===== config.mk =====
export PLATFORM = sky130hd
export DESIGN_NAME = contador_m_ud_flat
export DESIGN_NICKNAME = d
export VERILOG_FILES = /design/src/rtl/contador_m_ud_if.sv /design/src/rtl/contador_m_ud.sv /design/src/flat_wrapper.sv
export SDC_FILE = /design/constraint.sdc
export NUM_CORES = 1
export LEC_CHECK = 0
export CAP_MARGIN = 20
export CORE_MARGIN = 8
export CORE_UTILIZATION = 40
export CTS_CLUSTER_SIZE = 16
export DETAILED_ROUTE_END_ITERATION = 10
export PLACE_DENSITY = 0.7
export REMOVE_ABC_BUFFERS = 1
export SLEW_MARGIN = 20
export SYNTH_ARGS = -nofsm -noshare
export SYNTH_HDL_FRONTEND = slang
export SYNTH_SLANG_ARGS = --single-unit

===== constraint.sdc =====
create_clock -name clock -period 5.6 [get_ports clock]
set_input_delay 0.56 -clock clock [delete_from_list [all_inputs] [get_ports clock]]
set_output_delay 0.56 -clock clock [all_outputs]
set_load 0.01 [all_outputs]

===== src/rtl/contador_m_ud_if.sv =====
// contador_m_ud bus: control, load data and count/status outputs.
// master drives controls, slave is the counter itself.
interface contador_m_ud_if #(
  parameter int N = 13
);
  logic         zera_s;
  logic         carrega;
  logic [N-1:0] D;
  logic         conta;
  logic         desce;
  logic [N-1:0] Q;
  logic         fim;
  logic         meio;
  logic         rco;
  logic [7:0]   voltas;

  modport master (
    output zera_s, carrega, D, conta, desce,
    input  Q, fim, meio, rco, voltas
  );

  modport slave (
    input  zera_s, carrega, D, conta, desce,
    output Q, fim, meio, rco, voltas
  );
endinterface


===== src/rtl/contador_m_ud.sv =====
// Modulo-M up/down counter with clear, clamped load, wrap or saturate,
// end-of-range pulse and an 8-bit event counter.
module contador_m_ud #(
  parameter int M      = 5000,
  parameter int N      = 13,
  parameter bit SATURA = 1'b0
) (
  input logic clock,
  input logic zera_as,
  contador_m_ud_if.slave bus
);

  localparam logic [N-1:0] QMAX = N'(M - 1);
  localparam logic [N-1:0] QMID = N'(M / 2);

  typedef enum logic {
    RUN,
    HELD
  } st_t;

  st_t          st_q, st_d;
  logic [N-1:0] q_q, q_d;
  logic [7:0]   v_q, v_d;
  logic         rco_q, rco_d;

  logic at_end;
  logic do_clr;
  logic do_ld;
  logic do_step;
  logic do_evt;

  assign at_end  = bus.desce ? (q_q == '0) : (q_q == QMAX);
  assign do_clr  = bus.zera_s;
  assign do_ld   = ~bus.zera_s & bus.carrega;
  assign do_step = ~bus.zera_s & ~bus.carrega
                 & bus.conta & ~at_end;
  assign do_evt  = ~bus.zera_s & ~bus.carrega
                 & bus.conta & at_end;

  always_ff @(posedge clock or negedge zera_as) begin
    if (!zera_as) begin
      st_q  <= RUN;
      q_q   <= '0;
      v_q   <= '0;
      rco_q <= 1'b0;
    end else begin
      st_q  <= st_d;
      q_q   <= q_d;
      v_q   <= v_d;
      rco_q <= rco_d;
    end
  end

  // HELD marks a saturated end value; any edge that moves Q drops it
  always_comb begin
    st_d = st_q;
    unique case (1'b1)
      do_clr:  st_d = RUN;
      do_ld:   st_d = RUN;
      do_step: st_d = RUN;
      do_evt:  st_d = SATURA ? HELD : RUN;
      default: st_d = st_q;
    endcase
  end

  always_comb begin
    q_d   = q_q;
    v_d   = v_q;
    rco_d = 1'b0;
    unique case (1'b1)
      do_clr: begin
        q_d = '0;
        v_d = '0;
      end
      do_ld: begin
        q_d = (bus.D > QMAX) ? QMAX : bus.D;
      end
      do_step: begin
        q_d = bus.desce ? (q_q - 1'b1) : (q_q + 1'b1);
      end
      do_evt: begin
        if (SATURA == 1'b0) begin
          q_d   = bus.desce ? QMAX : '0;
          rco_d = 1'b1;
          v_d   = v_q + 8'd1;
        end else if (st_q == RUN) begin
          rco_d = 1'b1;
          v_d   = v_q + 8'd1;
        end
      end
      default: begin
        q_d = q_q;
      end
    endcase
  end

  assign bus.Q      = q_q;
  assign bus.fim    = at_end;
  assign bus.meio   = (q_q == QMID);
  assign bus.rco    = rco_q;
  assign bus.voltas = v_q;

endmodule

===== src/flat_wrapper.sv =====
// flat-port wrapper written by rule: the top's interface ports become plain ports
module contador_m_ud_flat 
#(
  parameter int M      = 5000,
  parameter int N      = 13,
  parameter bit SATURA = 1'b0
)
  (clock, zera_as, bus_zera_s, bus_carrega, bus_D, bus_conta, bus_desce, bus_Q, bus_fim, bus_meio, bus_rco, bus_voltas);
  contador_m_ud_if #(.N(N)) bus_i ();
  input logic clock;
  input logic zera_as;
  input wire logic [$bits(bus_i.zera_s)-1:0] bus_zera_s;
  input wire logic [$bits(bus_i.carrega)-1:0] bus_carrega;
  input wire logic [$bits(bus_i.D)-1:0] bus_D;
  input wire logic [$bits(bus_i.conta)-1:0] bus_conta;
  input wire logic [$bits(bus_i.desce)-1:0] bus_desce;
  output wire logic [$bits(bus_i.Q)-1:0] bus_Q;
  output wire logic [$bits(bus_i.fim)-1:0] bus_fim;
  output wire logic [$bits(bus_i.meio)-1:0] bus_meio;
  output wire logic [$bits(bus_i.rco)-1:0] bus_rco;
  output wire logic [$bits(bus_i.voltas)-1:0] bus_voltas;
  assign bus_i.zera_s = bus_zera_s;
  assign bus_i.carrega = bus_carrega;
  assign bus_i.D = bus_D;
  assign bus_i.conta = bus_conta;
  assign bus_i.desce = bus_desce;
  assign bus_Q = bus_i.Q;
  assign bus_fim = bus_i.fim;
  assign bus_meio = bus_i.meio;
  assign bus_rco = bus_i.rco;
  assign bus_voltas = bus_i.voltas;
  contador_m_ud #(.M(M), .N(N), .SATURA(SATURA)) u_core (.clock(clock), .zera_as(zera_as), .bus(bus_i));
endmodule

==> results.tsv, run 1 <==
stage	metric	value	unit
sta	Final WS setup	2054	ps
place	Setup WS pre-CTS	2081	ps
setup_path	crit-path cells	clkdlybuf4s50_1 > nor4b_1 > nand2_1 > a2111o_1 > clkinv_2 > clkdlybuf4s50_1	
setup_path	critical path data arrival time	2990	ps
cells_and_area	highest-count cells in the layout ignoring fill and taps	clkdlybuf4s50_1 (41), dfrtp_1 (22), nor2_1 (19)	
yosys	FF+latch count, synth	22	
setup_path	CP bufs+invs	3	
grt	Total Routing Usage GR	14.62	%
setup_path	CP max FO	16	
sta	Fin. Hold Viols	0	
yosys	post-synth top area share	33.28	%
sta	fin. max-slew vios	0	
yosys	post-synthesis area per instance	8.570	um2
clock_tree	Clk Latency, worst-skew pair	260	ps
drt	Via density	5.690	
yosys	number of flops mapped to enable cells by yosys	0	
setup_path	CP delay by family, top	buffers and inverters	
clock_tree	H-Tree Depth	1	
drt	routed len/inst	15.90	um
floorplan	Die Y	80.31	um
setup_path	crit path launch type	input pin	
floorplan	CORE AREA	4000	um2
clock_tree	CTS Sinks	22	
yosys	ys flop type	dfrtp_1	
place	DP HPWL	3493	um
drt	1st-iter DRT viols	96	
power_and_ir_drop	overall power	487.8	uW
setup_path	critical path endpoint category	output pin	
drt	Remaining DRCs	0	
grt	number of global-route vias before repair	1553	
yosys	sequential area share after synthesis	33.28	%
floorplan	Die X	80.31	um
setup_path	slowest cell on the critical path	clkdlybuf4s50_1	
cells_and_area	most common cell after layout, fill and taps aside	clkdlybuf4s50_1	
setup_path	Crit path required time	5040	ps
place	number of port buffers	42	
cells_and_area	n_diodes	0	
grt	first-pass GRT wire length	7576	um
grt	initial antenna violation count	0	
clock_tree	CTS Buf Count	3	
run_status	status	completed	
clock_tree	CTS tree	yes	
power_and_ir_drop	Peak VDD IR	0.1141	mV
clock_tree	Clk Tree Root Cell	clkbuf_8	
sta	setup_tns	0	ps
sta	RSZ-0062 raised after global routing	no	
place	placer congestion estimate	0.8300	
drt	Routed Antenna Nets	0	
setup_path	crit path kind	in2out	
floorplan	Die ar.	6449	um2
power_and_ir_drop	PD cells	223.3	nW/um2
yosys	cell taking the most area after synthesis	dfrtp_1	
clock_tree	# resized after CTS	0	
sta	achievable frequency	0.2820	GHz
grt	total gr overflow	0	
sta	Slew headroom	48.20	%
setup_path	cell mode on critical path	clkdlybuf4s50_1	
cells_and_area	share of layout cells above drive strength 1	4.274	%
drt	routed vias	1616	
sta	Least-Margin Pin Slew	774.6	ps
drt	DR pass1 iterations	4	
clock_tree	Hold Buf Count CTS	0	
yosys	YS warnings	0	
sta	final setup violation count	0	
floorplan	I/O pin cnt	43	
floorplan	site row count	23	
cells_and_area	Nets	267	
sta	Final Critical Period	3546	ps
power_and_ir_drop	Leak Pwr	0.0009019	uW
floorplan	effective utilization at floorplan	41.35	%
clock_tree	buffer count from post-CTS setup fixing	0	
drt	drt total wl	4517	um
yosys	Gate Count Post-Synth	193	
cells_and_area	Layout Cells excl Fill	284	
grt	largest net degree at the start of global routing	23	
yosys	Cell Area, Synth	1654	um2
setup_path	largest stage delay on the critical path	850	ps
worst_hold_path	HP Class	in2async	
place	DP Cell Count	280	
yosys	Unique masters post-synth	45	
clock_tree	Max clock buf depth	2	
yosys	Post-synth ARST share	100.0	%
job	max_cap viols	0	
sta	fin crit share	63.32	%
cells_and_area	area grow syn2layout	32.07	%
clock_tree	clock slew at reported path FFs	80	ps
sta	skew final	2.207	ps
yosys	largest cells by area after synthesis	dfrtp_1 (33%), ha_1 (9.1%), a21oi_1 (5.4%)	
## final timing paths
path / startpoint / to / slack (ps) / cells after the start
max: bus_desce / bus_fim / 2050 / 6
min: zera_as / u_core.bus.Q[9]$_DFFE_PN0P_ / 260 / 1
max reg2reg: u_core.bus.Q[0]$_DFFE_PN0P_ / u_core.bus.Q[12]$_DFFE_PN0P_ / 3210 / 9
min reg2reg: u_core.bus.voltas[7]$_DFFE_PN0P_ / u_core.bus.voltas[7]$_DFFE_PN0P_ / 570 / 1
max in group asynchronous: zera_as / u_core.bus.Q[6]$_DFFE_PN0P_ / 5000 / 1
min in group clock: u_core.bus.voltas[7]$_DFFE_PN0P_ / u_core.bus.voltas[7]$_DFFE_PN0P_ / 570 / 1
## registers in the layout, summed over array words and instances, names as in the netlist
register and flops:
u_core.bus.Q 13, u_core.bus.rco 1, u_core.bus.voltas 8
## report_power, final
part	internal, uW	switching (uW)
Clock	95.5	54.6
Sequential	168	15.4
Combinational	75.5	78.8
Total	339	149
## layer usage
layer	global-route usage [%]	wire, um	up-vias
met5	0	0	-
met4	4.545	48	0
met3	2.902	269	5
met2	23.04	2100	40
met1	19.52	2099	763
li1	-	-	808
## cell families (layout without fill, tap and decap cells)
kind of cell             Yosys count  in the layout  share of synthesized area (%)
flip-flops                        22             22                          33.28
buffers and inverters             14             55                          3.253
AND/OR/NAND/NOR                   60             60                          18.38
XOR/XNOR                          13             13                          6.884
multiplexers                       2              2                          1.286
AO/OA/AOI/OAI                     69             69                          26.63
adder cells (fa/ha/maj)           13             13                          10.29
## Yosys cell counts (all sizes together) (2+ instances only)
cell type	number
nor2	20
o211ai	4
o21a	4
a22o	2
a21oi	18
nor4	3
o22ai	6
nor3	2
a31oi	3
nand2	10
and2	3
xor2	8
xnor2	5
clkbuf	5
a21o	2
or3	4
dfrtp	22
a22oi	4
nand2b	2
nor3b	3
o31ai	3
o21ai	14
inv	8
ha	12
o32ai	2
nand3	9
## through the flow
step | hold slack, ps | utilization, % | cell area [um2]
finish | 257.8 | 54.61 | 2185
global route | 290.2 | 54.61 | 2185
CTS | 566.9 | 54.74 | 2190
detailed placement | 541.6 | 52.96 | 2118
global placement | 543.0 | 52.96 | 2118
floorplan | 264.4 | - | 1635
## final cells by class
| type | instances | area (um2) |
|---|---|---|
| repair buffers | 42 | 415.4 |
| clock buffers | 3 | 41.29 |
| clock inverters | 1 | 30.03 |
| fillers | 393 | 1815 |
| multi-input cells | 157 | 1050 |
| flip-flops and latches | 22 | 550.5 |
| inverters | 9 | 35.03 |
| well taps | 50 | 62.56 |
Power figures use the tool's default switching activity.
==> run 2: changes to the inputs <==
--- a/config.mk
+++ b/config.mk
@@ -10,7 +10,7 @@
 export CORE_UTILIZATION = 40
 export CTS_CLUSTER_SIZE = 16
 export DETAILED_ROUTE_END_ITERATION = 10
-export PLACE_DENSITY = 0.7
+export PLACE_DENSITY = 0.72
 export REMOVE_ABC_BUFFERS = 1
 export SLEW_MARGIN = 20
 export SYNTH_ARGS = -nofsm -noshare
==> constraint.sdc (replaced) <==
create_clock -name clock -period 2.85 [get_ports clock]
set_input_delay 0.285 -clock clock [delete_from_list [all_inputs] [get_ports clock]]
set_output_delay 0.285 -clock clock [all_outputs]
set_load 0.01 [all_outputs]
==> results.tsv, run 2 (synthesis results as in run 1) <==
stage	metric	value	unit
run_status	status	completed	
setup_path	R2R Path End	u_core.bus.Q[12]$_DFFE_PN0P_	
power_and_ir_drop	Peak VDD IR	0.1970	mV
setup_path	Crit path required time	2570	ps
drt	Routed Antenna Nets	0	
clock_tree	Clk Tree Root Cell	clkbuf_8	
drt	drt total wl	4934	um
floorplan	I/O pin cnt	43	
clock_tree	CTS tree	yes	
setup_path	crit path kind	in2out	
setup_path	cell mode on critical path	clkdlybuf4s50_1	
cells_and_area	n_diodes	0	
cells_and_area	Nets	277	
sta	final setup violation count	0	
floorplan	Die Y	80.31	um
grt	largest net degree at the start of global routing	23	
setup_path	CP delay by family, top	buffers and inverters	
sta	setup_tns	0	ps
drt	routed vias	1706	
setup_path	largest stage delay on the critical path	630	ps
floorplan	Die X	80.31	um
sta	fin crit share	95.13	%
job	max_cap viols	0	
drt	routed len/inst	16.78	um
place	number of port buffers	42	
cells_and_area	Finished Cell Area	2271	um2
sta	fin. max-slew vios	0	
setup_path	crit-path cells	clkdlybuf4s50_1 > nor4b_1 > nand2_1 > a2111o_1 > clkinv_2 > clkdlybuf4s50_1	
cells_and_area	most common cell after layout, fill and taps aside	clkdlybuf4s50_1	
cells_and_area	Largest register FFs	13	
setup_path	slowest cell on the critical path	clkdlybuf4s50_1	
setup_path	FF-to-FF Start	u_core.bus.Q[0]$_DFFE_PN0P_	
power_and_ir_drop	Leak Pwr	0.0009505	uW
clock_tree	CTS Buf Count	3	
sta	Fin. Hold Viols	0	
cells_and_area	highest-count cells in the layout ignoring fill and taps	clkdlybuf4s50_1 (42), dfrtp_1 (22), nor2_1 (19)	
floorplan	Die ar.	6449	um2
setup_path	CP bufs+invs	3	
grt	total gr overflow	0	
grt	Total Routing Usage GR	15.50	%
sta	Slew headroom	73.36	%
place	DP HPWL	3792	um
place	Setup WS pre-CTS	38.14	ps
clock_tree	Clk Latency, worst-skew pair	270	ps
setup_path	crit path launch type	input pin	
power_and_ir_drop	overall power	990.1	uW
drt	Remaining DRCs	0	
setup_path	CP max FO	9	
cells_and_area	area grow syn2layout	37.29	%
grt	initial antenna violation count	0	
setup_path	critical path endpoint category	output pin	
sta	Least-Margin Pin Slew	397.1	ps
cells_and_area	share of layout cells above drive strength 1	8.197	%
setup_path	r2r worst-path depth	9	
place	dpl cell area	2193	um2
sta	skew final	12.68	ps
drt	1st-iter DRT viols	69	
grt	first-pass GRT wire length	8100	um
setup_path	flop2flop setup slack	520	ps
sta	RSZ-0062 raised after global routing	no	
sta	Final Critical Period	2711	ps
power_and_ir_drop	PD cells	436.0	nW/um2
floorplan	CORE AREA	4000	um2
sta	Final WS setup	138.7	ps
drt	Via density	5.803	
clock_tree	Hold Buf Count CTS	0	
floorplan	site row count	23	
place	placer congestion estimate	0.9113	
worst_hold_path	HP Class	in2async	
grt	number of global-route vias before repair	1684	
clock_tree	Max clock buf depth	2	
clock_tree	H-Tree Depth	1	
drt	DR pass1 iterations	4	
clock_tree	CTS Sinks	22	
clock_tree	clock slew at reported path FFs	100	ps
setup_path	critical path data arrival time	2430	ps
floorplan	effective utilization at floorplan	41.35	%
sta	achievable frequency	0.3688	GHz
[run 2: changes by cell type in the layout (fill, tap and decap cells not counted), sizes merged]
cell	change
buf	+9
clkdlybuf4s50	+1
[run 2: metrics by stage]
| stage | instances | hold slack (ps) | util, % |
|---|---|---|---|
| final | 294 | 354.5 | 56.77 |
| after global routing | 294 | 387.5 | 56.77 |
| after CTS | 294 | 367.9 | 56.62 |
| after detailed placement | 290 | 543.8 | 54.83 |
| after global placement | 290 | 542.2 | 54.83 |
| after floorplan | 188 | -10.59 | - |
[run 2: timing repair]
| action | 4_1_cts | 5_1_grt |
|---|---|---|
| hold endpoints to repair | 0 | 0 |
| endpoints found under the setup margin | 0 | 1 |
| setup buffers | 0 | 0 |
| gates resized for setup | 0 | 1 |
[run 2: report_power, final]
group | switching (uW) | internal (uW)
sequential | 31.2 | 330
clock | 118 | 188
combinational | 161 | 163
[run 2: worst max-delay path by stage]
stage                                start                               end  slack, ps  cells after the start
2_1_floorplan  u_core.bus.Q[3]$_DFFE_PN0P_  u_core.bus.voltas[3]$_DFFE_PN0P_        700                      6
3_3_place_gp                     bus_desce      u_core.bus.Q[12]$_DFFE_PN0P_         90                     10
3_5_place_dp                     bus_desce      u_core.bus.Q[10]$_DFFE_PN0P_         40                     10
4_1_cts                          bus_desce                           bus_fim        120                      6
5_1_grt                          bus_desce      u_core.bus.Q[10]$_DFFE_PN0P_          5                     10
6_report                         bus_desce                           bus_fim        140                      6
[run 2: cell type report]
cell class | count | area [um2]
Sequential cell | 22 | 550.5
Clock buffer | 3 | 41.29
Clock inverter | 1 | 30.03
Timing Repair Buffer | 52 | 495.5
Inverter | 9 | 35.03
Fill cell | 371 | 1729
Multi-Input combinational cell | 157 | 1056
Tap cell | 50 | 62.56
[run 2: per-layer routing]
layer	GRT usage [%]	share of wire, %
met5	0	0
met4	3.273	0.28
met3	3.237	6.7
met2	26.43	48
met1	19.50	45
